<file path="src/rtl/seqdec_pkg.sv">
// rtl/seqdec_pkg.sv - shared types and constants for the serial pattern detector
package seqdec_pkg;

  localparam int SEQ_W = 8;
  localparam logic [SEQ_W-1:0] DEFAULT_PATTERN = 8'h97;

  typedef enum logic {
    IDLE  = 1'b0,
    SHIFT = 1'b1
  } state_t;

endpackage

</file>
<file path="src/rtl/seqdec_pat.sv">
// rtl/seqdec_pat.sv - bit history, fill tracking, match pulse and saturating match count
module seqdec_pat
  import seqdec_pkg::*;
#(
  parameter logic [SEQ_W-1:0] PATTERN = DEFAULT_PATTERN,
  parameter int               CNT_W   = 8
) (
  input  logic             Clk,
  input  logic             Reset,
  input  logic             clr,
  input  logic             en,
  input  logic             bit_in,
  output logic             Match,
  output logic [CNT_W-1:0] MatchCnt
);

  logic [SEQ_W-1:0] hist, hist_next;
  logic [3:0]       fill, fill_next;
  logic             hit;

  // Fill gate keeps an all-zero reset history from matching a zero pattern.
  always_comb begin
    hist_next = {hist[SEQ_W-2:0], bit_in};
    fill_next = (fill == 4'd8) ? 4'd8 : fill + 4'd1;
    hit       = en && (fill_next == 4'd8) && (hist_next == PATTERN);
  end

  always_ff @(posedge Clk) begin
    if (Reset || clr) begin
      hist     <= '0;
      fill     <= '0;
      Match    <= 1'b0;
      MatchCnt <= '0;
    end else begin
      Match <= hit;
      if (en) begin
        hist <= hist_next;
        fill <= fill_next;
      end
      if (hit && (MatchCnt != {CNT_W{1'b1}}))
        MatchCnt <= MatchCnt + 1'b1;
    end
  end

endmodule

</file>
<file path="src/rtl/seqdec_stream_ctrl.sv">
// rtl/seqdec_stream_ctrl.sv - byte handshake, MSB-first serializer and detector sequencing
module seqdec_stream_ctrl
  import seqdec_pkg::*;
#(
  parameter logic [SEQ_W-1:0] PATTERN = DEFAULT_PATTERN,
  parameter int               CNT_W   = 8
) (
  input  logic             Clk,
  input  logic             Reset,
  input  logic             Clear,
  input  logic [7:0]       InByte,
  input  logic             InValid,
  output logic             InReady,
  output logic             SerBit,
  output logic             Busy,
  output logic             Match,
  output logic [CNT_W-1:0] MatchCnt
);

  state_t     state, state_next;
  logic [7:0] sreg;
  logic [2:0] bitcnt;
  logic       in_ready, accept, shift_en;

  always_ff @(posedge Clk) begin
    if (Reset) state <= IDLE;
    else       state <= state_next;
  end

  // Last bit of a byte overlaps the next accept, so streaming has no bubble.
  always_comb begin
    state_next = state;
    in_ready   = 1'b0;
    case (state)
      IDLE: begin
        in_ready = ~Clear;
        if (InValid && in_ready) state_next = SHIFT;
      end
      SHIFT: begin
        in_ready = (bitcnt == 3'd7) && !Clear;
        if ((bitcnt == 3'd7) && !(InValid && in_ready)) state_next = IDLE;
      end
    endcase
    if (Clear) state_next = IDLE;
  end

  assign accept   = InValid && in_ready;
  assign Busy     = (state == SHIFT);
  assign SerBit   = Busy && sreg[7];
  assign shift_en = Busy && !Clear;
  assign InReady  = in_ready;

  always_ff @(posedge Clk) begin
    if (Reset) begin
      sreg   <= '0;
      bitcnt <= '0;
    end else if (Clear) begin
      bitcnt <= '0;
    end else if (accept) begin
      sreg   <= InByte;
      bitcnt <= '0;
    end else if (Busy) begin
      sreg   <= {sreg[6:0], 1'b0};
      bitcnt <= bitcnt + 3'd1;
    end
  end

  seqdec_pat #(
    .PATTERN (PATTERN),
    .CNT_W   (CNT_W)
  ) u_pat (
    .Clk      (Clk),
    .Reset    (Reset),
    .clr      (Clear),
    .en       (shift_en),
    .bit_in   (SerBit),
    .Match    (Match),
    .MatchCnt (MatchCnt)
  );

endmodule

</file>
<file path="config.mk">
export PLATFORM = sky130hd
export DESIGN_NAME = seqdec_stream_ctrl
export DESIGN_NICKNAME = d
export VERILOG_FILES = /design/src/rtl/seqdec_pkg.sv /design/src/rtl/seqdec_pat.sv /design/src/rtl/seqdec_stream_ctrl.sv
export SDC_FILE = /design/constraint.sdc
export NUM_CORES = 1
export LEC_CHECK = 0
export ABC_AREA = 1
export CORE_MARGIN = 3
export CORE_UTILIZATION = 57
export DETAILED_ROUTE_END_ITERATION = 12
export GPL_ROUTABILITY_DRIVEN = 1
export MAX_ROUTING_LAYER = met4
export PLACE_DENSITY = 0.94
export SYNTH_ARGS = -nofsm -noshare
export SYNTH_HDL_FRONTEND = slang
export SYNTH_SLANG_ARGS = --single-unit
</file>
<file path="constraint.sdc">
create_clock -name Clk -period 3.35 [get_ports Clk]
set_clock_uncertainty 0.15 [all_clocks]
set_input_delay 0.67 -clock Clk [delete_from_list [all_inputs] [get_ports Clk]]
set_output_delay 0.67 -clock Clk [all_outputs]
set_load 0.1 [all_outputs]
</file>
* Word-level counts from Yosys, hierarchy flattened *
Index checks and enable logic that the tools add are counted.

word-level totals
  bits in latches = 0
  output and inout bits = 12
  input port bits = 12
  ROM bits = 0
  memories = 0
  logic and storage cells = 41
  bits in writable memories = 0
  register bits = 32

cells by class
  bitwise gates (word level) = 2
  order comparisons = 0
  equal/unequal tests = 5
  multiplexer cells = 7
  multiply operators = 0
  divide/modulo/power cells = 0
  $add $sub $neg = 3
  reduce and logical (&&, ||, !) cells = 17
  shift operators = 0

operators with widths
  cell                                          count
  2-to-1 mux 8 bit                              2
  logical AND 1 bit                             10
  adder 8 x 1 -> 8 bit (second input constant)  1
  equality test 4 bit (second input constant)   2
  equality test 8 bit (second input constant)   1
  != test 8 bit (second input constant)         1
  adder 4 x 1 -> 4 bit (second input constant)  1
  2-to-1 mux 4 bit                              1
  case mux 1 bit (2 select lines)               2
  adder 3 x 1 -> 3 bit (second input constant)  1
  equality test 3 bit (second input constant)   1
  OR reduction 3 bit                            1
  zero test 1 bit                               2
  2-to-1 mux 1 bit                              2
  NOT 1 bit                                     2
  AND reduction 2 bit                           1
  nonzero test 2 bit                            1
  OR reduction 2 bit                            1
  logical OR 1 bit                              1

* Depth between registers and ports, before layout *
Gate-level depths: netlist (run 1).

  depth in word-level cells = 7
  gate-level depth with buffers = 11
  mapped depth without buffers = 11

* Modules after synthesis *
A second synthesis (run 1) with hierarchy kept.

second synthesis, totals
  cell total of the unflattened synthesis = 231
  area total of the unflattened synthesis = 1,649.1 µm²

modules (own cells, without submodules)
  module              sequential area each (µm²)  cells an instance  times used  area each (µm²)
  seqdec_pat          400.4                       135                1           1,009.7
  seqdec_stream_ctrl  240.2                       96                 1           639.4

* Least setup slack after synthesis (run 1) *
OpenSTA, ideal clock, no wires.

  path kind = register to output
  from = register state, in the netlist Busy
  to = output port InReady
  setup slack = 308 ps
  data required time = 2,530 ps
  arrival = 2,222 ps
  path buffers = 0
  stages on the path, launching flop included = 4
  cells stage by stage = dfxtp_1 -> inv_2 -> nor2_1 -> nor2_1

between the ends
  word-level cells in the longest chain between the ends = 2

ends and longest elaborated chain
  item                               line                      source
  from (decl)                        seqdec_stream_ctrl.sv:20  state_t state, state_next;
  from (signal assigned)             seqdec_stream_ctrl.sv:27  else state <= state_next;
  NOT 1 bit                          --
  case mux 1 bit (2 select lines) *  seqdec_stream_ctrl.sv:34  case (state)
  to (decl)                          seqdec_stream_ctrl.sv:13  output logic InReady,

Every way passes the cells marked *; elsewhere a longest branch is shown, timed or not.

* Worst setup path after layout (run 1) *
  from = input port Clear
  to = output port InReady

between the ends
  word-level cells in the longest chain between the ends = 3
  elaborated cells on any way between the ends = 4
  those cells by class = mux (1); bitwise (1); reduce/logical (2)

ends and longest elaborated chain
  item                               line                      source
  from (decl)                        seqdec_stream_ctrl.sv:10  input logic Clear,
  zero test 1 bit                    seqdec_stream_ctrl.sv:40  in_ready = (bitcnt == 3'd7) && !Clear;
  logical AND 1 bit                  seqdec_stream_ctrl.sv:40
  case mux 1 bit (2 select lines) *  seqdec_stream_ctrl.sv:34

Marked as above.

==> key figures, run 1 <==
Setup path
  • Maximum cell stage delay along the critical path: 0.53 ns
  • Startpoint of the lowest-slack register-to-register path: Busy
  • CP Cell Sequence: clkdlybuf4s50_1 -> nor2_1 -> buf_4
  • Signal arrival time at the worst endpoint: 1.64 ns
  • Endpoint required time on the critical path: 2.53 ns
  • Sort of element at the start of the critical path: input pin
  • Highest-delay cell along the critical path: sky130_fd_sc_hd__clkdlybuf4s50_1
  • CP bufs+invs: 2
  • Endpoint of the worst-slack reg-to-reg timing path: u_pat.MatchCnt[7]
  • Maximum fanout along the worst path: 6
  • Worst setup path category: in -> out
  • Largest delay contributor family on the critical path: buffers and inverters
  • R2R Setup Slk: 1.32 ns
  • Logic depth of the worst setup path including buffers: 3
  • Worst Reg-to-Reg Cells: 6
  • Crit end category: primary output

Timing
  • Number of hold violations in the final report: 0
  • Number of endpoints failing setup at the final stage: 0
  • Post-layout min period: around 2.5 ns
  • Setup WS post-layout: 0.886 ns
  • RSZ-0062 raised after global routing: no
  • Max transition margin: 62.3%
  • Actual transition at the worst max-transition pin: 0.566 ns
  • Slew Limit Fails: 0
  • Sum of negative setup slack: 0 ns
  • Max Freq: 406 MHz
  • Post-route fraction of the period consumed by the critical path: between 70% and 80%

GRT
  • Vias in the first global route: roughly 1400
  • Wire length of the first global-routing pass: 5.87 mm
  • Number of antenna violations at the first check in global routing: 0
  • Remaining Overflow, GRT: 0
  • Total routing resource utilization after global routing: 23.0%
  • Pin count of the biggest net entering global routing: 16

Power
  • Internal portion of total power: around 0.00052 W
  • Part of the power in combinational logic: 10.4%
  • Sequential fraction of design power: approximately 56%
  • Switching power share of the total: 26.8%
  • Power density of the placed cells: between 300 and 400 mW/mm^2
  • Sum of internal, switching and leakage power: 0.000709 W
  • Switching power: 0.000190 W
  • Clk network pwr share: 33.3%
  • Reported leakage power: 0.801 nW
  • Highest ir drop seen on vdd: 0.374 mV

Floorplanning
  • Die extent in x: 59.2 um
  • Ports placed on the boundary: 24
  • Die Y-Extent: roughly 59 um
  • Starting utilization of the core area: slightly above 60%
  • Row count: 18
  • Full die area: 0.00350 sq mm
  • CORE AREA: 0.00259 sq mm

Hold path
  • Hold path startpoint: bitcnt[1]
  • Hold Path Class: reg -> reg
  • Worst hold path endpoint: bitcnt[1]
  • Cell depth of the worst min-delay path: 2

Drt
  • Total length of routed wires: 3.39 mm
  • Vias after detailed routing: around 1500
  • DRC violations left: 0
  • Count of TritonRoute iterations in the first routing pass: 4
  • Starting DRC count in detailed routing: 64
  • Vias per std cell: 5.42
  • Post-route ant nets: 0
  • Detailed-route wire length per cell: 12.6 um

Synth
  • Main flop type after synthesis: sky130_fd_sc_hd__dfxtp_1
  • Number of cells produced by synthesis: 211
  • Synthesized area per cell: 7.64 sq um
  • Main combinational cell family by area after synthesis: simple AND/OR/NAND/NOR gates
  • Flops & latches, synth: 32
  • Post-synthesis share of cell area spent on full adders, half adders and majority gates: 3.88%
  • Count of flip-flops with a built-in enable after synthesis: 0
  • Fraction of the mapped netlist area in simple logic gates: just over 30%
  • Multiplexer share of the synthesized area: 0%
  • Total number of yosys warnings: 0
  • Synthesized-area fraction occupied by ao, oa, aoi and oai cells: 14.2%
  • Sequential element share of the synthesized area: 39.8%
  • Cell area after synthesis: 0.00161 sq mm
  • Synth cell types: 31
  • Synthesized Nets: 228
  • XOR/XNOR Fraction of Synth Area: between 2 and 3%
  • Share of synthesized flip-flops with an asynchronous set or reset: 0%

Clock network
  • Latest clock arrival within the worst-skew pair: 0.34 ns
  • Root Buffer Master: sky130_fd_sc_hd__clkbuf_4
  • Register clock-pin slew on the reported worst setup and hold paths: roughly 0.10 ns
  • Postcts setup bufs: 0
  • H-Tree Level Count: 2
  • Clock Path Buffers: 2
  • Post-cts sizing count: 0
  • Sink count of the clock tree: 32
  • Hold-fix buffer count after cts: 0
  • Clock buffer count from CTS: 5
  • CTS tree: built

Final layout
  • Share of layout cells above drive strength 1: 17.5%
  • Number of nets at the end of the flow: 256
  • Non-filler cells in the finished layout: 270
  • Count of inserted antenna diode cells: 0
  • Final Instance Area: roughly 0.0019 sq mm
  • Area delta synth->final: 17.7%

Placement
  • Pre-CTS setup slack: 0.863 ns
  • Cells after DPL: 262
  • HPWL Detailed: 2.44 mm
  • Routability Congestion: just over 0.8
  • Area after detailed placement: between 0.0015 and 0.002 sq mm
  • Buffers on Ports: 23

Run status
  • Result of the run: finished clean

Job
  • Reported max-cap violation count: 0
-- power by group through the flow --
stage                     clock [W]  sequential [W]  combinational (W)
after floorplan                   0        0.000409          0.0000472
after global placement            0        0.000407          0.0000720
after detailed placement          0        0.000408          0.0000735
after CTS                  0.000245        0.000399          0.0000738
after global routing       0.000263        0.000401          0.0000817
final                      0.000236        0.000399          0.0000735
-- how the worst max path moves through the flow --
stage	start	to	slack [ns]
2_1_floorplan	Busy	InReady	0.31
3_3_place_gp	Clear	InReady	0.92
3_5_place_dp	Clear	u_pat.MatchCnt[6]	0.86
4_1_cts	Clear	InReady	0.88
5_1_grt	Busy	InReady	0.77
6_report	Clear	InReady	0.89
-- Yosys cell counts, types with 3 or more instances --
master | n | share of area (%)
sky130_fd_sc_hd__nand3_1 | 11 | 3.4
sky130_fd_sc_hd__dfxtp_1 | 32 | 40
sky130_fd_sc_hd__ha_1 | 5 | 3.9
sky130_fd_sc_hd__o211ai_1 | 9 | 4.2
sky130_fd_sc_hd__nand2_1 | 46 | 11
sky130_fd_sc_hd__o21ai_0 | 6 | 1.9
sky130_fd_sc_hd__inv_1 | 23 | 5.4
sky130_fd_sc_hd__xor2_1 | 4 | 2.2
sky130_fd_sc_hd__a21oi_1 | 20 | 6.2
sky130_fd_sc_hd__inv_2 | 7 | 1.6
sky130_fd_sc_hd__nand4_1 | 11 | 4.3
sky130_fd_sc_hd__o21ai_1 | 3 | 0.93
sky130_fd_sc_hd__nor2_1 | 13 | 3.0
-- flip-flops by register name, summed over array words and instances, names as in the netlist --
signal,cells
Busy,1
bitcnt,3
sreg,8
u_pat.Match,1
u_pat.MatchCnt,8
u_pat.fill,4
u_pat.hist,7
-- worst register-to-register path: stages, from the launching register on --
cell                      delay, ns
sky130_fd_sc_hd__dfxtp_1       0.63
sky130_fd_sc_hd__inv_2         0.14
sky130_fd_sc_hd__nor2_2        0.28
sky130_fd_sc_hd__inv_2         0.14
sky130_fd_sc_hd__nor3_4        0.32
sky130_fd_sc_hd__nand4_1       0.15
sky130_fd_sc_hd__a21oi_1       0.17
-- cells by family after synthesis --
| logic type | Yosys count |
|---|---|
| AND/OR/NAND/NOR | 94 |
| flip-flops | 32 |
| adder cells (fa/ha/maj) | 5 |
| AO/OA/AOI/OAI | 40 |
| XOR/XNOR | 5 |
| buffers and inverters | 35 |
-- layer usage --
layer | part of all wire [%] | routed length (um) | global-route usage, %
met4 | 2.7 | 90 | 12.0
met3 | 4.7 | 160 | 6.10
met5 | 0 | 0 | -
met2 | 48 | 1630 | 36.8
met1 | 45 | 1510 | 26.4
-- through the flow --
| stage | utilization (%) | hold slack (ns) |
|---|---|---|
| finish | 73.2 | 0.327 |
| global route | 73.2 | 0.352 |
| CTS | 73.2 | 0.332 |
| detailed placement | 70.9 | 0.316 |
| global placement | 70.9 | 0.306 |
| floorplan | - | 0.294 |
-- area by class of cell --
cell class | instances | area (sq um)
multi-input cells | 144 | 825
fillers | 213 | 693
flip-flops and latches | 32 | 641
repair buffers | 25 | 215
inverters | 31 | 118
clock buffers | 6 | 51.3
well taps | 30 | 37.5
clock inverters | 2 | 10.0
-- cells in the final DEF (no fill, tap or decap), types with 2 or more instances in the layout --
| master | instances |
|---|---|
| sky130_fd_sc_hd__dfxtp_1 | 32 |
| sky130_fd_sc_hd__nand2_1 | 46 |
| sky130_fd_sc_hd__clkbuf_4 | 5 |
| sky130_fd_sc_hd__nand2_2 | 2 |
| sky130_fd_sc_hd__o21ai_0 | 6 |
| sky130_fd_sc_hd__xor2_1 | 4 |
| sky130_fd_sc_hd__inv_1 | 23 |
| sky130_fd_sc_hd__buf_4 | 14 |
| sky130_fd_sc_hd__nand3_1 | 11 |
| sky130_fd_sc_hd__o21ai_1 | 3 |
| sky130_fd_sc_hd__clkinv_2 | 3 |
| sky130_fd_sc_hd__nor3_4 | 2 |
| sky130_fd_sc_hd__nor2_1 | 13 |
| sky130_fd_sc_hd__inv_2 | 7 |
| sky130_fd_sc_hd__a21oi_1 | 20 |
| sky130_fd_sc_hd__o211ai_1 | 9 |
| sky130_fd_sc_hd__nand4_1 | 11 |
| sky130_fd_sc_hd__ha_1 | 5 |
| sky130_fd_sc_hd__clkdlybuf4s50_1 | 11 |
No activity file was read; power rests on OpenSTA's default activity.
==> run 2, diff against run 1 <==
--- a/config.mk
+++ b/config.mk
@@ -7,11 +7,11 @@
 export LEC_CHECK = 0
 export ABC_AREA = 1
 export CORE_MARGIN = 3
-export CORE_UTILIZATION = 57
+export CORE_UTILIZATION = 53
 export DETAILED_ROUTE_END_ITERATION = 12
 export GPL_ROUTABILITY_DRIVEN = 1
 export MAX_ROUTING_LAYER = met4
-export PLACE_DENSITY = 0.94
+export PLACE_DENSITY = 0.89
 export SYNTH_ARGS = -nofsm -noshare
 export SYNTH_HDL_FRONTEND = slang
 export SYNTH_SLANG_ARGS = --single-unit
==> constraint.sdc (replaced) <==
create_clock -name Clk -period 2.4 [get_ports Clk]
set_clock_uncertainty 0.15 [all_clocks]
set_input_delay 0.48 -clock Clk [delete_from_list [all_inputs] [get_ports Clk]]
set_output_delay 0.48 -clock Clk [all_outputs]
set_load 0.1 [all_outputs]
==> run 2 against run 1 <==
Effect of this change:
- clock power grew 16%
- critical path depth grew 2
- die area grew 6.8%
- routed wire length shrank 8.9%
- critical endpoint unchanged
- global-route usage shrank 3.9 points
- combinational power grew 47%
- total power grew 33%
- sequential share of layout area shrank 0.24 points
- final cell count grew 0.74%
- largest power group unchanged
- non-clock buffer count grew 2
- clock-buffer cell count is the same
- largest cell class unchanged
- sequential power grew 40%
==> key figures, run 2 (synthesis results as in run 1) <==
GRT
  • Remaining Overflow, GRT: 0 (unchanged)
  • Wire length of the first global-routing pass: 5.10 mm (was 5.87 mm)
  • Pin count of the biggest net entering global routing: 16 (unchanged)
  • Number of antenna violations at the first check in global routing: 0 (unchanged)
  • Vias in the first global route: 1226 (was 1357)
  • Total routing resource utilization after global routing: 19.1% (was 23.0%)

Setup path
  • Worst Reg-to-Reg Cells: 9 (was 6)
  • CP Cell Sequence: ha_1 -> ha_1 -> nor2_1 -> nor2_2 -> buf_12 (was clkdlybuf4s50_1 -> nor2_1 -> buf_4)
  • Sort of element at the start of the critical path: register (was input pin)
  • Endpoint required time on the critical path: 1.77 ns (was 2.53 ns)
  • Crit end category: primary output (unchanged)
  • Maximum cell stage delay along the critical path: 0.33 ns (was 0.53 ns)
  • Critical Path Most Common Cell: sky130_fd_sc_hd__ha_1
  • Endpoint of the worst-slack reg-to-reg timing path: sreg[1] (was u_pat.MatchCnt[7])
  • Highest-delay cell along the critical path: sky130_fd_sc_hd__dfxtp_1 (was sky130_fd_sc_hd__clkdlybuf4s50_1)
  • R2R Setup Slk: 0.62 ns (was 1.32 ns)
  • Startpoint of the lowest-slack register-to-register path: bitcnt[0] (was Busy)
  • Signal arrival time at the worst endpoint: 1.51 ns (was 1.64 ns)
  • Maximum fanout along the worst path: 2 (was 6)
  • Source of the critical timing path: bitcnt[0] (was Clear)
  • Worst setup path category: reg -> out (was in -> out)

Final layout
  • Biggest registers after layout: sreg x8, u_pat.MatchCnt x8, u_pat.hist x7 (unchanged)
  • Area delta synth->final: 18.8% (was 17.7%)
  • Count of inserted antenna diode cells: 0 (unchanged)
  • Top library cells by usage in the layout, fill and taps aside: sky130_fd_sc_hd__nand2_1, sky130_fd_sc_hd__dfxtp_1, sky130_fd_sc_hd__inv_1, sky130_fd_sc_hd__a21oi_1, sky130_fd_sc_hd__buf_4 (unchanged)
  • Leading cell type in the layout, fill and taps excluded: sky130_fd_sc_hd__nand2_1 (unchanged)
  • Non-filler cells in the finished layout: 272 (was 270)
  • Share of layout cells above drive strength 1: 18.3% (was 17.5%)
  • Number of nets at the end of the flow: 258 (was 256)

Clock network
  • Register clock-pin slew on the reported worst setup and hold paths: 0.09 ns (was 0.10 ns)
  • CTS tree: built (unchanged)
  • Clock Path Buffers: 2 (unchanged)
  • Hold-fix buffer count after cts: 0 (unchanged)
  • Postcts setup bufs: 0 (unchanged)
  • Root Buffer Master: sky130_fd_sc_hd__clkbuf_4 (unchanged)
  • Latest clock arrival within the worst-skew pair: 0.33 ns (was 0.34 ns)
  • Clock buffer count from CTS: 5 (unchanged)
  • H-Tree Level Count: 2 (unchanged)
  • Post-cts sizing count: 0 (unchanged)
  • Sink count of the clock tree: 32 (unchanged)

Drt
  • Post-route ant nets: 0 (unchanged)
  • Vias per std cell: 5.39 (was 5.42)
  • Total length of routed wires: 3.09 mm (was 3.39 mm)
  • Starting DRC count in detailed routing: 82 (was 64)
  • DRC violations left: 0 (unchanged)
  • Vias after detailed routing: 1466 (was 1464)
  • Count of TritonRoute iterations in the first routing pass: 4 (unchanged)
  • Detailed-route wire length per cell: 11.4 um (was 12.6 um)

Timing
  • Slew Limit Fails: 0 (unchanged)
  • Actual transition at the worst max-transition pin: 0.283 ns (was 0.566 ns)
  • RSZ-0062 raised after global routing: no (unchanged)
  • Number of hold violations in the final report: 0 (unchanged)
  • Number of endpoints failing setup at the final stage: 0 (unchanged)
  • Post-layout min period: roughly 2.1 ns
  • Post-route fraction of the period consumed by the critical path: 89.0%
  • Max Freq: 468 MHz
  • Max transition margin: 81.1% (was 62.3%)
  • Sum of negative setup slack: 0 ns (unchanged)

Power
  • Highest ir drop seen on vdd: 0.393 mV (was 0.374 mV)
  • Sum of internal, switching and leakage power: 0.000939 W (was 0.000709 W)
  • Power density of the placed cells: 491 mW/mm^2 (was 374 mW/mm^2)
  • Reported leakage power: 0.806 nW (was 0.801 nW)

Placement
  • HPWL Detailed: 2.31 mm (was 2.44 mm)
  • Cells after DPL: 265 (was 262)
  • Routability Congestion: 0.850 (was 0.820)
  • Buffers on Ports: 23 (unchanged)

Hold path
  • Hold Path Class: reg -> reg (unchanged)
  • Worst hold path endpoint: bitcnt[1] (unchanged)
  • Hold path startpoint: bitcnt[1] (unchanged)
  • Cell depth of the worst min-delay path: 2 (unchanged)

Floorplanning
  • CORE AREA: 0.00283 sq mm (was 0.00259 sq mm)
  • Row count: 19 (was 18)
  • Die Y-Extent: 61.1 um (was 59.2 um)
  • Ports placed on the boundary: 24 (unchanged)
  • Die extent in x: 61.1 um (was 59.2 um)
  • Starting utilization of the core area: 57.0% (was 62.2%)
  • Full die area: 0.00374 sq mm (was 0.00350 sq mm)

Job
  • Reported max-cap violation count: 0 (unchanged)

Run status
  • Result of the run: finished clean (unchanged)
## run 2: cell count changes in the layout (fill, tap and decap cells not counted)
cell / change
sky130_fd_sc_hd__clkbuf_8: -1
sky130_fd_sc_hd__nor2_1: -1
sky130_fd_sc_hd__buf_12: +1
sky130_fd_sc_hd__buf_4: +1
sky130_fd_sc_hd__clkinv_2: -1
sky130_fd_sc_hd__dfxtp_1: -1
sky130_fd_sc_hd__clkbuf_1: +1
sky130_fd_sc_hd__dfxtp_2: +1
sky130_fd_sc_hd__nor2_2: +1
## run 2: power breakdown
group / internal, W / switching [W]
clock: 0.000108 / 0.000166
sequential: 0.000545 / 0.0000123
combinational: 0.0000450 / 0.0000629
total: 0.000698 / 0.000242
## run 2: through the flow
step	setup slack, ns	instance area [sq um]	hold WS, ns	utilization (%)
after floorplan	0.00407	1620	0.294	-
after global placement	0.323	1870	0.303	66.0
after detailed placement	0.301	1870	0.318	66.0
after CTS	0.244	1910	0.333	67.7
after global routing	0.166	1910	0.350	67.7
final	0.263	1910	0.324	67.7
## run 2: critical path: cells and delay by family, from the launching register on
family        cells  cell delay, ns
simple gates      2            0.28
buf+inv           1            0.17
flops             1            0.33
fa+ha+maj         2            0.38
## run 2: worst max-delay path by stage
stage | endpoint | slack (ns)
3_5_place_dp | u_pat.MatchCnt[4] | 0.30
4_1_cts | InReady | 0.24
2_1_floorplan | u_pat.MatchCnt[6] | 0.004
6_report | InReady | 0.26
5_1_grt | InReady | 0.17
3_3_place_gp | u_pat.MatchCnt[6] | 0.32
## run 2: per-layer routing
layer | part of all wire (%) | up-vias | track usage, % | wire, um
met2 | 48 | 38 | 31.0 | 1470
met3 | 4.9 | 8 | 4.61 | 151
met5 | 0 | - | - | 0
li1 | - | 762 | - | -
met1 | 45 | 658 | 21.7 | 1400
met4 | 2.1 | 0 | 10.2 | 65
## run 2: layout make-up
type | instances | area (sq um)
inverter | 31 | 118
sequential | 32 | 642
clock inverter | 1 | 5.00
timing repair buffer | 27 | 243
fill | 248 | 915
clock buffer | 6 | 41.3
tap | 31 | 38.8
multi-input combinational | 144 | 827
==> variant, RTL diff (flow settings as in run 2) <==
Change the package constant `SEQ_W` from 8 to 10.
--- a/src/rtl/seqdec_pkg.sv
+++ b/src/rtl/seqdec_pkg.sv
@@ -1,7 +1,7 @@
 // rtl/seqdec_pkg.sv - shared types and constants for the serial pattern detector
 package seqdec_pkg;
 
-  localparam int SEQ_W = 8;
+  localparam int SEQ_W = 10;
   localparam logic [SEQ_W-1:0] DEFAULT_PATTERN = 8'h97;
 
   typedef enum logic {
Formal check against the unedited RTL: no difference found for any inputs over 10 cycles, from zero or initial values and one cycle with Reset high; that may be too few to reach the edited logic, so the function may still have changed.
==> variant against run 2 <==
Sequential power up 6.1%; synthesized area up 3.7%; cell area up 6.4%; sequential share of layout area down 0.053 points; sequential cell count up 2; worst setup slack better by 26 ps; clock power up 43%; die area up 3.4%; utilization up 3.1 points; power up 17%; wire length up 12%; global-route usage up 1.3 points; highest routed layer unchanged.
==> variant: results (changes against run 2) <==
- Global-route wire length before repair: 6.19 mm (+21%)
- Vias in the first global route: 1430 (+17%)
- Worst-Margin Slew: 322 ps (+38.7 ps)
- P_clk: 0.391 mW (+43%)
- Psw: 0.270 mW (+12%)
- Layout Cells excl Fill: 303 (+11%)
- GRT Total Usage: 0.204 (+0.0127)
- Fill cell count: 249 (+0.40%)
- Share of post-route cells with drive strength above 1: 0.149 (-0.0331)
- Max Clk Rate: 0.474 GHz (+1.2%)
- Status: completed
- Commonest cells post-synth: nand2_1 (55), dfxtp_1 (34), inv_1 (30)
- Data arrival, critical path: 1480 ps (-30 ps)
- Mapped Cells: 231 (+9.5%)
- Pre-CTS WS: 234 ps (-66.8 ps)
- Post-DP Area: 0.00196 mm^2 (+4.8%)
- Pwr dens: 538 mW/mm^2 (+9.7%)
- Synth Area in XOR/XNOR: 0.0262 (-0.000976)
- Leakage power: 0.857 nW (+6.4%)
- Largest registers: u_pat.hist x9, sreg x8, u_pat.MatchCnt x8
- Synth Area in Compound Gates: 0.162 (+0.0196)
- Reg area: 682 um^2 (+6.2%)
- FF-to-FF Start: u_pat.fill[0]
- Routability Congestion: 0.799 (-6.1%)
- Synth unique cells: 26 (-16%)
[variant: cell count changes after synthesis, sizes merged, moves of 2 or more]
cell           run 2  this run
a21oi             21        23
buf                4         2
clkbuf             0         2
dfxtp             32        34
inv               30        33
nand2             49        56
nand3             12        14
nand4             13         9
nor2              15        22
nor3               3         1
o21ai              9        13
[variant: worst max-delay path, stage by stage (launching register included)]
cell	delay [ps]
dfxtp_1	340
ha_1	200
ha_1	170
nor2_1	180
nor2_2	70
buf_12	180
[variant: layer usage]
layer  up-vias  part of all wire  GRT usage
met5         -                 0          -
met4         0             0.017     0.0856
met3         5             0.039     0.0667
met2        26              0.47      0.304
met1       712              0.47      0.255
li1        822                 -          -
[variant: cell type report]
class,count,area share
multi-input cells,160,0.418
flip-flops and latches,34,0.335
well taps,42,0.0258
clock buffers,8,0.0387
repair buffers,26,0.122
inverters,33,0.0608
